### src/rtl/store_buffer_if.sv
// Store buffer bus bundle: store-request side from the memory unit and the
// data-memory write port. The slave modport is the store buffer itself.
// Optional store-to-load forwarding signals exist only when SB_FWD_EN is defined.
interface store_buffer_if;
    // store request side
    logic        write;
    logic [31:0] write_address;
    logic [31:0] DATA_wb;
    logic [1:0]  size;
    logic        full;
    logic        empty;
    logic        overflow;
    logic        misalign;
    // memory write port
    logic        mem_req;
    logic [31:0] mem_addr;
    logic [31:0] mem_wdata;
    logic [3:0]  mem_be;
    logic        mem_ack;
`ifdef SB_FWD_EN
    // load forwarding probe
    logic [31:0] load_addr;
    logic        fwd_hit;
    logic [31:0] fwd_data;

    modport slave (
        input  write, write_address, DATA_wb, size, mem_ack, load_addr,
        output full, empty, overflow, misalign,
        output mem_req, mem_addr, mem_wdata, mem_be, fwd_hit, fwd_data
    );
    modport master (
        output write, write_address, DATA_wb, size, mem_ack, load_addr,
        input  full, empty, overflow, misalign,
        input  mem_req, mem_addr, mem_wdata, mem_be, fwd_hit, fwd_data
    );
`else
    modport slave (
        input  write, write_address, DATA_wb, size, mem_ack,
        output full, empty, overflow, misalign,
        output mem_req, mem_addr, mem_wdata, mem_be
    );
    modport master (
        output write, write_address, DATA_wb, size, mem_ack,
        input  full, empty, overflow, misalign,
        input  mem_req, mem_addr, mem_wdata, mem_be
    );
`endif
endinterface

### src/rtl/store_buffer.sv
// store_buffer: DEPTH-entry in-order store FIFO between the memory unit and
// the data memory. Byte/half/word stores are encoded at enqueue into a word
// address, lane-replicated data and byte enables, then drained one per
// req/ack handshake. Misaligned half/word stores are discarded.
// Optional feature macro: SB_FWD_EN (full-word store-to-load forwarding).
module store_buffer #(
    parameter int unsigned DEPTH = 4
) (
    input  logic           clk,
    input  logic           reset_n,
    store_buffer_if.slave  bus
);
    localparam int unsigned PW = $clog2(DEPTH);

    typedef enum logic {IDLE, REQ} state_t;

    state_t       state;
    logic [PW-1:0] rd_ptr;
    logic [PW-1:0] wr_ptr;
    logic [PW:0]   count;

    logic [29:0] ent_addr [DEPTH];
    logic [31:0] ent_data [DEPTH];
    logic [3:0]  ent_be   [DEPTH];

    logic        req_valid;
    logic        aligned;
    logic [3:0]  enc_be;
    logic [31:0] enc_data;
    logic        pop;
    logic        push;
    logic        drop;
    logic [PW-1:0] nxt_ptr;

    // Status flags are pure decodes of the occupancy count
    assign bus.full  = (count == (PW+1)'(DEPTH));
    assign bus.empty = (count == '0);

    // Encode the incoming store and decide push/pop/drop for this cycle
    always_comb begin
        req_valid = (bus.write === 1'b1) && (bus.size != 2'b00);
        aligned   = 1'b1;
        enc_be    = 4'b1111;
        enc_data  = bus.DATA_wb;
        case (bus.size)
            2'b01: begin
                enc_be   = 4'b0001 << bus.write_address[1:0];
                enc_data = {4{bus.DATA_wb[7:0]}};
            end
            2'b10: begin
                aligned  = ~bus.write_address[0];
                enc_be   = 4'b0011 << bus.write_address[1:0];
                enc_data = {2{bus.DATA_wb[15:0]}};
            end
            default: begin
                aligned  = (bus.write_address[1:0] == 2'b00);
                enc_be   = 4'b1111;
                enc_data = bus.DATA_wb;
            end
        endcase
        pop     = (state == REQ) && bus.mem_req && bus.mem_ack;
        push    = req_valid && aligned && (!bus.full || pop);
        drop    = req_valid && aligned && bus.full && !pop;
        nxt_ptr = rd_ptr + PW'(1);
    end

    // Entry storage; contents are only meaningful while counted, so no reset
    always_ff @(posedge clk) begin
        if (push) begin
            ent_addr[wr_ptr] <= bus.write_address[31:2];
            ent_data[wr_ptr] <= enc_data;
            ent_be[wr_ptr]   <= enc_be;
        end
    end

    // Pointers, occupancy and sticky/pulse status
    always_ff @(posedge clk or negedge reset_n) begin
        if (!reset_n) begin
            rd_ptr       <= '0;
            wr_ptr       <= '0;
            count        <= '0;
            bus.overflow <= 1'b0;
            bus.misalign <= 1'b0;
        end else begin
            if (push) wr_ptr <= wr_ptr + PW'(1);
            if (pop)  rd_ptr <= rd_ptr + PW'(1);
            if (push && !pop)      count <= count + (PW+1)'(1);
            else if (pop && !push) count <= count - (PW+1)'(1);
            if (drop) bus.overflow <= 1'b1;
            bus.misalign <= req_valid && !aligned;
        end
    end

    // Drain FSM: presents the head entry and holds it until acknowledged.
    // The head stays counted while on the port, so back-to-back loads read rd_ptr+1.
    always_ff @(posedge clk or negedge reset_n) begin
        if (!reset_n) begin
            state         <= IDLE;
            bus.mem_req   <= 1'b0;
            bus.mem_addr  <= '0;
            bus.mem_wdata <= '0;
            bus.mem_be    <= '0;
        end else begin
            case (state)
                IDLE: begin
                    if (count != '0) begin
                        bus.mem_addr  <= {ent_addr[rd_ptr], 2'b00};
                        bus.mem_wdata <= ent_data[rd_ptr];
                        bus.mem_be    <= ent_be[rd_ptr];
                        bus.mem_req   <= 1'b1;
                        state         <= REQ;
                    end
                end
                REQ: begin
                    if (pop) begin
                        if (count > (PW+1)'(1)) begin
                            bus.mem_addr  <= {ent_addr[nxt_ptr], 2'b00};
                            bus.mem_wdata <= ent_data[nxt_ptr];
                            bus.mem_be    <= ent_be[nxt_ptr];
                        end else begin
                            bus.mem_req <= 1'b0;
                            bus.mem_be  <= '0;
                            state       <= IDLE;
                        end
                    end
                end
                default: state <= IDLE;
            endcase
        end
    end

`ifdef SB_FWD_EN
    logic [PW-1:0] fwd_idx;
    logic [1:0]    unused_load_lsb;

    assign unused_load_lsb = bus.load_addr[1:0];

    // Oldest-to-youngest scan so the youngest matching entry wins
    always_comb begin
        bus.fwd_hit  = 1'b0;
        bus.fwd_data = '0;
        fwd_idx      = '0;
        for (int unsigned i = 0; i < DEPTH; i++) begin
            fwd_idx = rd_ptr + PW'(i);
            if (((PW+1)'(i) < count) && (ent_addr[fwd_idx] == bus.load_addr[31:2])) begin
                bus.fwd_hit  = (ent_be[fwd_idx] == 4'b1111);
                bus.fwd_data = ent_data[fwd_idx];
            end
        end
    end
`endif

endmodule
### src/flat_wrapper.sv
// flat-port wrapper written by rule: the top's interface ports become plain ports
module store_buffer_flat 
#(
    parameter int unsigned DEPTH = 4
)
  (clk, reset_n, bus_write, bus_write_address, bus_DATA_wb, bus_size, bus_mem_ack, bus_full, bus_empty, bus_overflow, bus_misalign, bus_mem_req, bus_mem_addr, bus_mem_wdata, bus_mem_be);
  store_buffer_if bus_i ();
  input  logic clk;
  input  logic reset_n;
  input wire logic [$bits(bus_i.write)-1:0] bus_write;
  input wire logic [$bits(bus_i.write_address)-1:0] bus_write_address;
  input wire logic [$bits(bus_i.DATA_wb)-1:0] bus_DATA_wb;
  input wire logic [$bits(bus_i.size)-1:0] bus_size;
  input wire logic [$bits(bus_i.mem_ack)-1:0] bus_mem_ack;
  output wire logic [$bits(bus_i.full)-1:0] bus_full;
  output wire logic [$bits(bus_i.empty)-1:0] bus_empty;
  output wire logic [$bits(bus_i.overflow)-1:0] bus_overflow;
  output wire logic [$bits(bus_i.misalign)-1:0] bus_misalign;
  output wire logic [$bits(bus_i.mem_req)-1:0] bus_mem_req;
  output wire logic [$bits(bus_i.mem_addr)-1:0] bus_mem_addr;
  output wire logic [$bits(bus_i.mem_wdata)-1:0] bus_mem_wdata;
  output wire logic [$bits(bus_i.mem_be)-1:0] bus_mem_be;
  assign bus_i.write = bus_write;
  assign bus_i.write_address = bus_write_address;
  assign bus_i.DATA_wb = bus_DATA_wb;
  assign bus_i.size = bus_size;
  assign bus_i.mem_ack = bus_mem_ack;
  assign bus_full = bus_i.full;
  assign bus_empty = bus_i.empty;
  assign bus_overflow = bus_i.overflow;
  assign bus_misalign = bus_i.misalign;
  assign bus_mem_req = bus_i.mem_req;
  assign bus_mem_addr = bus_i.mem_addr;
  assign bus_mem_wdata = bus_i.mem_wdata;
  assign bus_mem_be = bus_i.mem_be;
  store_buffer #(.DEPTH(DEPTH)) u_core (.clk(clk), .reset_n(reset_n), .bus(bus_i));
endmodule
### config.mk
export PLATFORM = sky130hd
export DESIGN_NAME = store_buffer_flat
export DESIGN_NICKNAME = d
export VERILOG_FILES = /design/src/rtl/store_buffer_if.sv /design/src/rtl/store_buffer.sv /design/src/flat_wrapper.sv
export SDC_FILE = /design/constraint.sdc
export NUM_CORES = 1
export LEC_CHECK = 0
export ABC_AREA = 1
export CORE_ASPECT_RATIO = 0.9
export CORE_MARGIN = 2
export CORE_UTILIZATION = 63
export DETAILED_ROUTE_END_ITERATION = 10
export PLACE_DENSITY = 0.86
export SKIP_CTS_REPAIR_TIMING = 1
export SLEW_MARGIN = 15
export SYNTH_ARGS = -nofsm -noshare
export SYNTH_HDL_FRONTEND = slang
export SYNTH_SLANG_ARGS = --single-unit
### constraint.sdc
create_clock -name clk -period 8.5 [get_ports clk]
set_input_delay 1.275 -clock clk [delete_from_list [all_inputs] [get_ports clk]]
set_output_delay 1.275 -clock clk [all_outputs]
set_load 0.005 [all_outputs]
* Yosys cells after proc, flatten, opt, wreduce, memory -nomap -nowiden
Memory sizes are Yosys's and may differ from the RTL's. Index checks and enable logic that the tools add are counted.
Word-level totals: bits of input ports 70, output and inout port bits 73, register bits 79, logic and storage cells 80, memory bits (writable) 264, memories kept 3
Memory list:
- u_core.ent_data | words 4, width 32, rd ports 2, clocked after Yosys merged registers in 0, wr ports 1, line store_buffer.sv:23 | logic [31:0] ent_data [DEPTH];
- u_core.ent_addr | words 4, width 30, rd ports 2, clocked after Yosys merged registers in 0, wr ports 1, line store_buffer.sv:22 | logic [29:0] ent_addr [DEPTH];
- u_core.ent_be | words 4, width 4, rd ports 2, clocked after Yosys merged registers in 0, wr ports 1, line store_buffer.sv:24 | logic [3:0] ent_be [DEPTH];
Operators by class: reductions and logical operators 23, shifts and indexed selects 2, bitwise gates (word level) 2, $lt $le $gt $ge 1, add/subtract/negate cells 4, eq/ne operators 8, mux-type cells 27
Operators with widths (number):
- $mux W32 | 6
- $pmux W32 S2 | 3
- $pmux W4 S2 | 2
- $mux W4 | 3
- $logic_and A1 B1 Y1 | 10
- $mux W1 | 8
- $mux W3 | 2
- $ne A2 B2 Y1 const B | 3
- $pmux W1 S2 | 3
- $reduce_and A3 Y1 | 2
- $add A2 B1 Y2 const B | 2
- $logic_not A1 Y1 | 4
- $reduce_bool A2 Y1 | 2
- $shl A1 B2 Y4 const A | 1
- $shl A2 B2 Y4 const A | 1
- $add A3 B1 Y3 const B | 1
- $eq A3 B3 Y1 const B | 1
- $gt A3 B1 Y1 const B | 1
- $logic_not A3 Y1 | 1
- $reduce_bool A3 Y1 | 1
- $sub A3 B1 Y3 const B | 1
- $eq A2 B1 Y1 const B | 1
- $eq A2 B2 Y1 const B | 1
- $logic_not A2 Y1 | 1
- other kinds (5) | 6

* Depth between registers and ports, before layout
Gate-level depths: netlist of run 1.
depth in word-level cells 8, gate-level depth with buffers 13, mapped depth without buffers 13

* Worst setup path after synthesis of run 1
Ideal clock, no wire load.
kind input-to-reg, from in bus_size[0], to mem u_core.ent_addr[0][0] (enable), data arrival time 4891 ps, buffers on the path 0, required time 8009 ps, path slack 3118 ps, stages 6, setup time 491 ps, path through inv_1 > ha_1 > inv_2 > o21ai_0 > nand4_2 > nor2_1
Between the ends: word-level cells in the longest chain between the ends 6, elaborated cells on any way between the ends 9, those cells by class 2 x eq/ne; 3 x mux; 4 x reduce/logical
RTL lines:
- start: declaration | line flat_wrapper.sv:13 | input wire logic [$bits(bus_i.size)-1:0] bus_size;
- $eq A2 B2 Y1 (tied with other cells) | line store_buffer.sv:45 | case (bus.size)
- $pmux W1 S2 / $logic_and A1 B1 Y1 (equally long branches) | line store_buffer.sv:45, store_buffer.sv:41
- $logic_and A1 B1 Y1 (*) (2 in series) | line store_buffer.sv:62 | push = req_valid && aligned && (!bus.full || pop);
- $mux W1 (*) | line store_buffer.sv:69 | if (push) begin
- $mux W1 (not written as such) (*) | line store_buffer.sv:70 | ent_addr[wr_ptr] <= bus.write_address[31:2];
- end: declaration | line store_buffer.sv:22
Every way passes the cells marked *; elsewhere a longest branch is shown, timed or not.

* Worst setup path after layout of run 1
from in bus_size[0], to mem u_core.ent_addr[3][1] (enable)
Same word-level chain as after synthesis.

==> results of run 1 <==
[per-stage QoR]
step / power, uW / util, %
global placement: 4850 / 69.4
global route: 6890 / 73.9
CTS: 6470 / 73.8
detailed placement: 4970 / 69.6
floorplan: 4100 / -
finish: 6520 / 73.9
[area by class of cell]
class	count	area, um^2
Clock buffer	46	970
Clock inverter	17	133
Fill cell	1733	6780
Inverter	126	485
Multi-Input combinational cell	1369	5750
Sequential cell	341	9860
Tap cell	348	435
Timing Repair Buffer	156	1580
[state kept, by name (all words and copies together) (netlist names)]
name,count
u_core.count,3
u_core.bus.mem_wdata,32
u_core.bus.overflow,1
u_core.bus.misalign,1
u_core.state,1
u_core.bus.mem_be,4
u_core.bus.mem_addr,30
u_core.ent_data,128
u_core.rd_ptr,2
u_core.bus.mem_req,1
u_core.ent_addr,120
u_core.ent_be,16
u_core.wr_ptr,2
[cells in the mapped netlist (all sizes together), types with 3 or more instances]
cell    instances
ha             12
xor2            3
nand3         239
nor2           21
edfxtp        264
nand2         999
a21oi          71
buf            91
inv           125
clkbuf         18
o21ai          17
dfrtp          77
[critical path, delay by kind of cell]
kind            cells  cell delay, ps
compound gates      1             230
fa+ha+maj           1             540
simple gates        2            1410
buf+inv             4            1440
[cell usage in the layout (no fill, tap or decap), types with 12 or more instances in the layout]
cell             instances
o21ai_0                 16
clkbuf_16               37
inv_1                  119
edfxtp_1               264
clkdlybuf4s50_1        139
ha_1                    12
buf_4                   14
a21oi_1                 71
nor2_1                  16
dfrtp_1                 75
nand3_1                238
nand2_1                996
[per-layer routing]
layer,vias to the layer above,global-route usage [%]
met1,6637,40.5
met5,-,0
met3,173,5.91
met4,2,16.9
met2,1008,53.7
li1,6430,-
[cells by family after synthesis]
family	Yosys count
fa+ha+maj	12
compound gates	91
other cells	1
flops	341
buf+inv	235
simple gates	1260
xor+xnor	4
[how the worst max path moves through the flow]
stage                 from                          endpoint  cells after the start
4_1_cts        bus_size[0]   u_core.ent_data[1][6]$_DFFE_PP_                      8
3_5_place_dp   bus_size[0]  u_core.ent_data[1][19]$_DFFE_PP_                      8
3_3_place_gp   bus_size[0]  u_core.ent_data[2][31]$_DFFE_PP_                      8
6_report       bus_size[0]   u_core.ent_addr[3][1]$_DFFE_PP_                      8
2_1_floorplan  bus_size[0]   u_core.ent_addr[0][0]$_DFFE_PP_                      6
5_1_grt        bus_size[0]   u_core.ent_addr[3][2]$_DFFE_PP_                      8
[power breakdown]
group          internal, uW  switching [uW]  leakage, uW  total, uW
sequential             2100             210      0.00334       2310
clock                   866             627     0.000538       1490
combinational           934            1790      0.00472       2720
total                  3900            2620      0.00860       6520
==> flow_metrics.py, run 1 <==
metrics = {
    "run_status": {
        "status": "completed",
    },
    "setup_path": {
        "cpPeakStageDelay_ps": 1010,
        "crit_type": "in2reg",
        "cp-end-kind": "flop",
        "reg2reg_depth": 10,
        "slowest_stage": "nor2_4",
        "crit_fanout": 35,
        "arrival_ps": 4950,
        "critPathLaunchType": "input pin",
        "worstPathCellList": "clkdlybuf4s50_1 > inv_1 > ha_1 > inv_2 > o21ai_0 > nand4_2 > nor2_4 > buf_4",
        "r2r_end": "u_core.bus.mem_be[2]$_DFFE_PN0P_",
        "critical_path_required_ps": 8660,
        "rr_startpoint": "u_core.rd_ptr[0]$_DFFE_PN0P_",
        "rrSetupSlack_ps": 5100,
    },
    "synthesis": {
        "ys_seq_area_share_pct": 59.2,
        "ys_warn_count": 0,
        "synth_top_cell_by_area": "edfxtp_1",
        "synth-main-ff-cell": "edfxtp_1",
        "synth_compound_area_share_pct": 2.80,
        "netlist_area_um2": 16600,
        "synth-seq-cells": 341,
        "synth_top_area_share_pct": 47.6,
        "synthTopCellsByArea": "edfxtp_1 48%, nand2_1 22%, dfrtp_1 12%, nand3_1 7.2%, inv_1 2.7%",
        "synth_enable_flop_cells": 264,
        "synth_mux_area_share_pct": 0,
        "synth_xor_area_share_pct": 0.211,
        "async_flop_share_pct": 22.6,
        "synth.distinct_cells": 29,
        "synth_top_family_by_area": "simple AND/OR/NAND/NOR gates",
        "synth_fa_ha_area_share_pct": 0.902,
        "avgSynthCellArea_um2": 8.56,
        "synthCells": 1944,
        "synth-simple-area-share_pct": 30.4,
    },
    "cts": {
        "insertion_delay_ps": 520,
        "h-tree-depth": 2,
        "clkTransAtPathRegs_ps": 60,
        "cts_sinks": 341,
        "cts_buffer_depth": 3,
        "cts_tree": "yes",
        "cts-root-buf": "clkbuf_16",
        "numCtsBuffers": 36,
    },
    "die": {
        "top_level_ports": 143,
        "dieArea_um2": 27700,
        "coreArea_um2": 26000,
        "die_w_um": 175,
        "num_rows": 56,
        "start_util_pct": 64.0,
        "die_y_um": 158,
    },
    "drt": {
        "vias_per_cell": 5.93,
        "drt_iter0_drc": 1911,
        "postRouteAntennaNets": 0,
        "highest_layer": "met5",
        "first_pass_iters": 6,
        "wl_met1_mm": 16.4,
        "wl_met2_mm": 21.3,
        "met3_length_mm": 5.00,
        "num_vias": 14300,
        "drcViolationCount": 0,
        "wl_mm": 44.4,
        "routedWlPerCell_um": 18.5,
    },
    "flow_run": {
        "max-cap-violations": 0,
    },
    "grt": {
        "grt_pass1_vias": 13900,
        "grt_pass1_wl_mm": 69.8,
        "antenna_found_initial": 1,
        "grtUsageTotal_pct": 32.2,
        "grt_max_degree": 109,
        "grt-ovfl-total": 0,
    },
    "finish": {
        "drive_above_1_share_pct": 4.14,
        "final_area_um2": 19200,
        "final_cells": 2403,
        "diodes": 0,
        "syn_to_final_growth_pct": 15.5,
        "nets": 2112,
    },
    "timing": {
        "hold_ws_ps": 476,
        "drv_slew": 0,
        "slew_headroom_pct": 20.3,
        "final_hold_viol_count": 0,
        "fin_crit_sh_pct": 56.3,
        "rsz0062_at_grt": "no",
        "worst_pin_slew_ps": 1200,
        "finalCriticalPeriod_ps": 4780,
        "setup_viol": 0,
        "finalSetupTns_ps": 0,
        "clock.fmax_ghz": 0.209,
        "fin_worst_skew_ps": 13.8,
        "fin_ws_ps": 3720,
    },
    "place": {
        "dpl_worst_slack_ps": 3180,
        "gp_congestion": 0.891,
        "place_inst": 2339,
        "hpwl_mm": 25.3,
        "numPortBuffers": 140,
        "placed_area_um2": 18100,
    },
    "min_path": {
        "hp-start": "u_core.bus.mem_wdata[17]$_DFFE_PN0P_",
        "whs_path_depth": 2,
        "hp-class": "reg2reg",
        "hold-path-endpoint": "u_core.bus.mem_wdata[17]$_DFFE_PN0P_",
    },
    "power": {
        "power.density_nw_per_um2": 339,
        "p_leak_uw": 0.00860,
        "peakVddDrop_mv": 0.345,
    },
}
Note: power is estimated with default switching activity, not from simulation.
==> run 2: changes to the inputs <==
CORE_UTILIZATION = 58   (was 63)
PLACE_DENSITY = 0.8   (was 0.86)
clock period = 5 ns   (was 8.5 ns; I/O delays follow)
==> run 2 against run 1 <==
  * Global-route usage is 2.9 points lower
  * Clock power is 77% higher
  * Clock skew is 3.5 ps lower
  * Register-to-register slack worse by 3600 ps
  * Die area is 8.4% higher
==> flow_metrics.py, run 2 (synthesis results as in run 1) <==
metrics = {
    "run_status": {
        "status": "completed",
    },
    "setup_path": {
        "critPathLaunchType": "input pin",
        "arrival_ps": 3720,
        "rrSetupSlack_ps": 1460,
        "critical_path_required_ps": 5170,
        "rr_startpoint": "u_core.rd_ptr[1]$_DFFE_PN0P_",
        "reg2reg_depth": 8,
        "crit_fanout": 54,
        "cp-end-kind": "flop",
        "crit_type": "in2reg",
        "r2r_end": "u_core.bus.mem_wdata[22]$_DFFE_PN0P_",
    },
    "power": {
        "power_switching_uw": 4440,
        "p_seq_share_pct": 35.8,
        "switching_share_pct": 39.8,
        "peakVddDrop_mv": 0.359,
        "p_leak_uw": 0.00861,
        "finalPower_uw": 11200,
        "p_int_uw": 6720,
        "comb_power_share_pct": 40.7,
        "pwr-share-clk_pct": 23.6,
        "power.density_nw_per_um2": 579,
    },
    "timing": {
        "setup_viol": 0,
        "finalSetupTns_ps": 0,
        "rsz0062_at_grt": "no",
        "final_hold_viol_count": 0,
        "fin_worst_skew_ps": 10.3,
        "worst_pin_slew_ps": 1120,
        "slew_headroom_pct": 25.1,
        "clock.fmax_ghz": 0.281,
        "finalCriticalPeriod_ps": 3550,
        "fin_crit_sh_pct": 71.1,
        "drv_slew": 0,
    },
    "finish": {
        "final_util_pct": 68.6,
        "drive_above_1_share_pct": 4.23,
        "final_area_um2": 19300,
        "syn_to_final_growth_pct": 15.7,
        "nets": 2113,
        "reg.largest.list": "u_core.ent_data: 128 flops, u_core.ent_addr: 120 flops, u_core.bus.mem_wdata: 32 flops",
        "diodes": 0,
        "layout_commonest_cell": "nand2_1",
        "most-common-layout-cells": "996 x nand2_1, 264 x edfxtp_1, 238 x nand3_1",
        "top_register": "u_core.ent_data",
        "final_cells": 2417,
        "largest_reg_flops": 128,
    },
    "cts": {
        "clkTransAtPathRegs_ps": 60,
        "numCtsBuffers": 36,
        "cts-root-buf": "clkbuf_16",
        "cts_buffer_depth": 3,
        "h-tree-depth": 2,
        "cts_tree": "yes",
        "insertion_delay_ps": 510,
        "cts_sinks": 341,
    },
    "place": {
        "place_inst": 2353,
        "hpwl_mm": 24.6,
        "gp_congestion": 0.838,
        "placed_area_um2": 18100,
        "numPortBuffers": 140,
    },
    "drt": {
        "num_vias": 13900,
        "postRouteAntennaNets": 0,
        "drt_iter0_drc": 1810,
        "first_pass_iters": 6,
        "wl_mm": 43.9,
        "vias_per_cell": 5.77,
        "routedWlPerCell_um": 18.2,
        "drcViolationCount": 0,
    },
    "grt": {
        "grtUsageTotal_pct": 29.3,
        "grt_use_met1_pct": 37.8,
        "grt.met2_usage_pct": 49.3,
        "antenna_found_initial": 0,
        "grt_pass1_wl_mm": 68.6,
        "grt_max_degree": 109,
        "grt_pass1_vias": 13600,
        "use_met3_pct": 4.56,
        "grt-ovfl-total": 0,
        "busiest_layer": "met2",
    },
    "die": {
        "top_level_ports": 143,
        "coreArea_um2": 28100,
        "die_y_um": 165,
        "die_w_um": 183,
        "dieArea_um2": 30100,
        "start_util_pct": 59.3,
        "num_rows": 58,
    },
    "flow_run": {
        "max-cap-violations": 0,
    },
    "min_path": {
        "hp-class": "in2async",
    },
}
==> run 2: cell types whose count changed in the layout (fill, tap and decap cells not counted), sizes merged <==
cell,change
bufinv,+1
buf,+1
clkbuf,+3
clkinv,-3
==> run 2: power groups by stage <==
stage               Combinational, uW  Sequential (uW)  Clock (uW)
global route                     5030             4030        2760
global placement                 4290             4010           0
detailed placement               4430             4020           0
CTS                              4490             3970        2650
floorplan                        3100             3860           0
finish                           4540             3990        2630
==> run 2: layout make-up <==
class,count,area [um^2]
sequential,341,9860
fill,2055,8820
multi-input combinational,1369,5750
timing repair buffer,157,1550
clock buffer,49,1010
inverter,126,485
tap,360,450
clock inverter,15,151
==> run 2: worst max-delay path by stage <==
stage	depth (start not counted)	startpoint	slack, ps	end
floorplan	6	bus_size[0]	140	u_core.ent_addr[0][0]$_DFFE_PP_
CTS	8	bus_size[0]	1490	u_core.ent_data[2][17]$_DFFE_PP_
detailed placement	8	bus_size[0]	980	u_core.ent_data[2][18]$_DFFE_PP_
finish	8	bus_size[0]	1450	u_core.ent_data[2][16]$_DFFE_PP_
global placement	8	bus_size[0]	1060	u_core.ent_data[2][16]$_DFFE_PP_
global route	8	bus_size[0]	1260	u_core.ent_data[2][16]$_DFFE_PP_
==> run 2: critical path, cell delays in order <==
cell and delay, ps:
clkdlybuf4s50_1 480, inv_1 70, ha_1 560, inv_2 290, o21ai_0 260, nand4_2 390, nor2_4 500, buf_12 390
==> run 2: per-stage QoR <==
step                setup slack (ps)  hold WS (ps)
CTS                             1490           276
global placement                1060           461
detailed placement               980           464
finish                          1450           260
global route                    1260           294
floorplan                        143           454
==> run 2: layer usage <==
metal  wire length, um  vias up
met5                 0        -
met4              1390        0
met3              4510      126
met2             21100      867
met1             16900     6520
li1                  -     6434
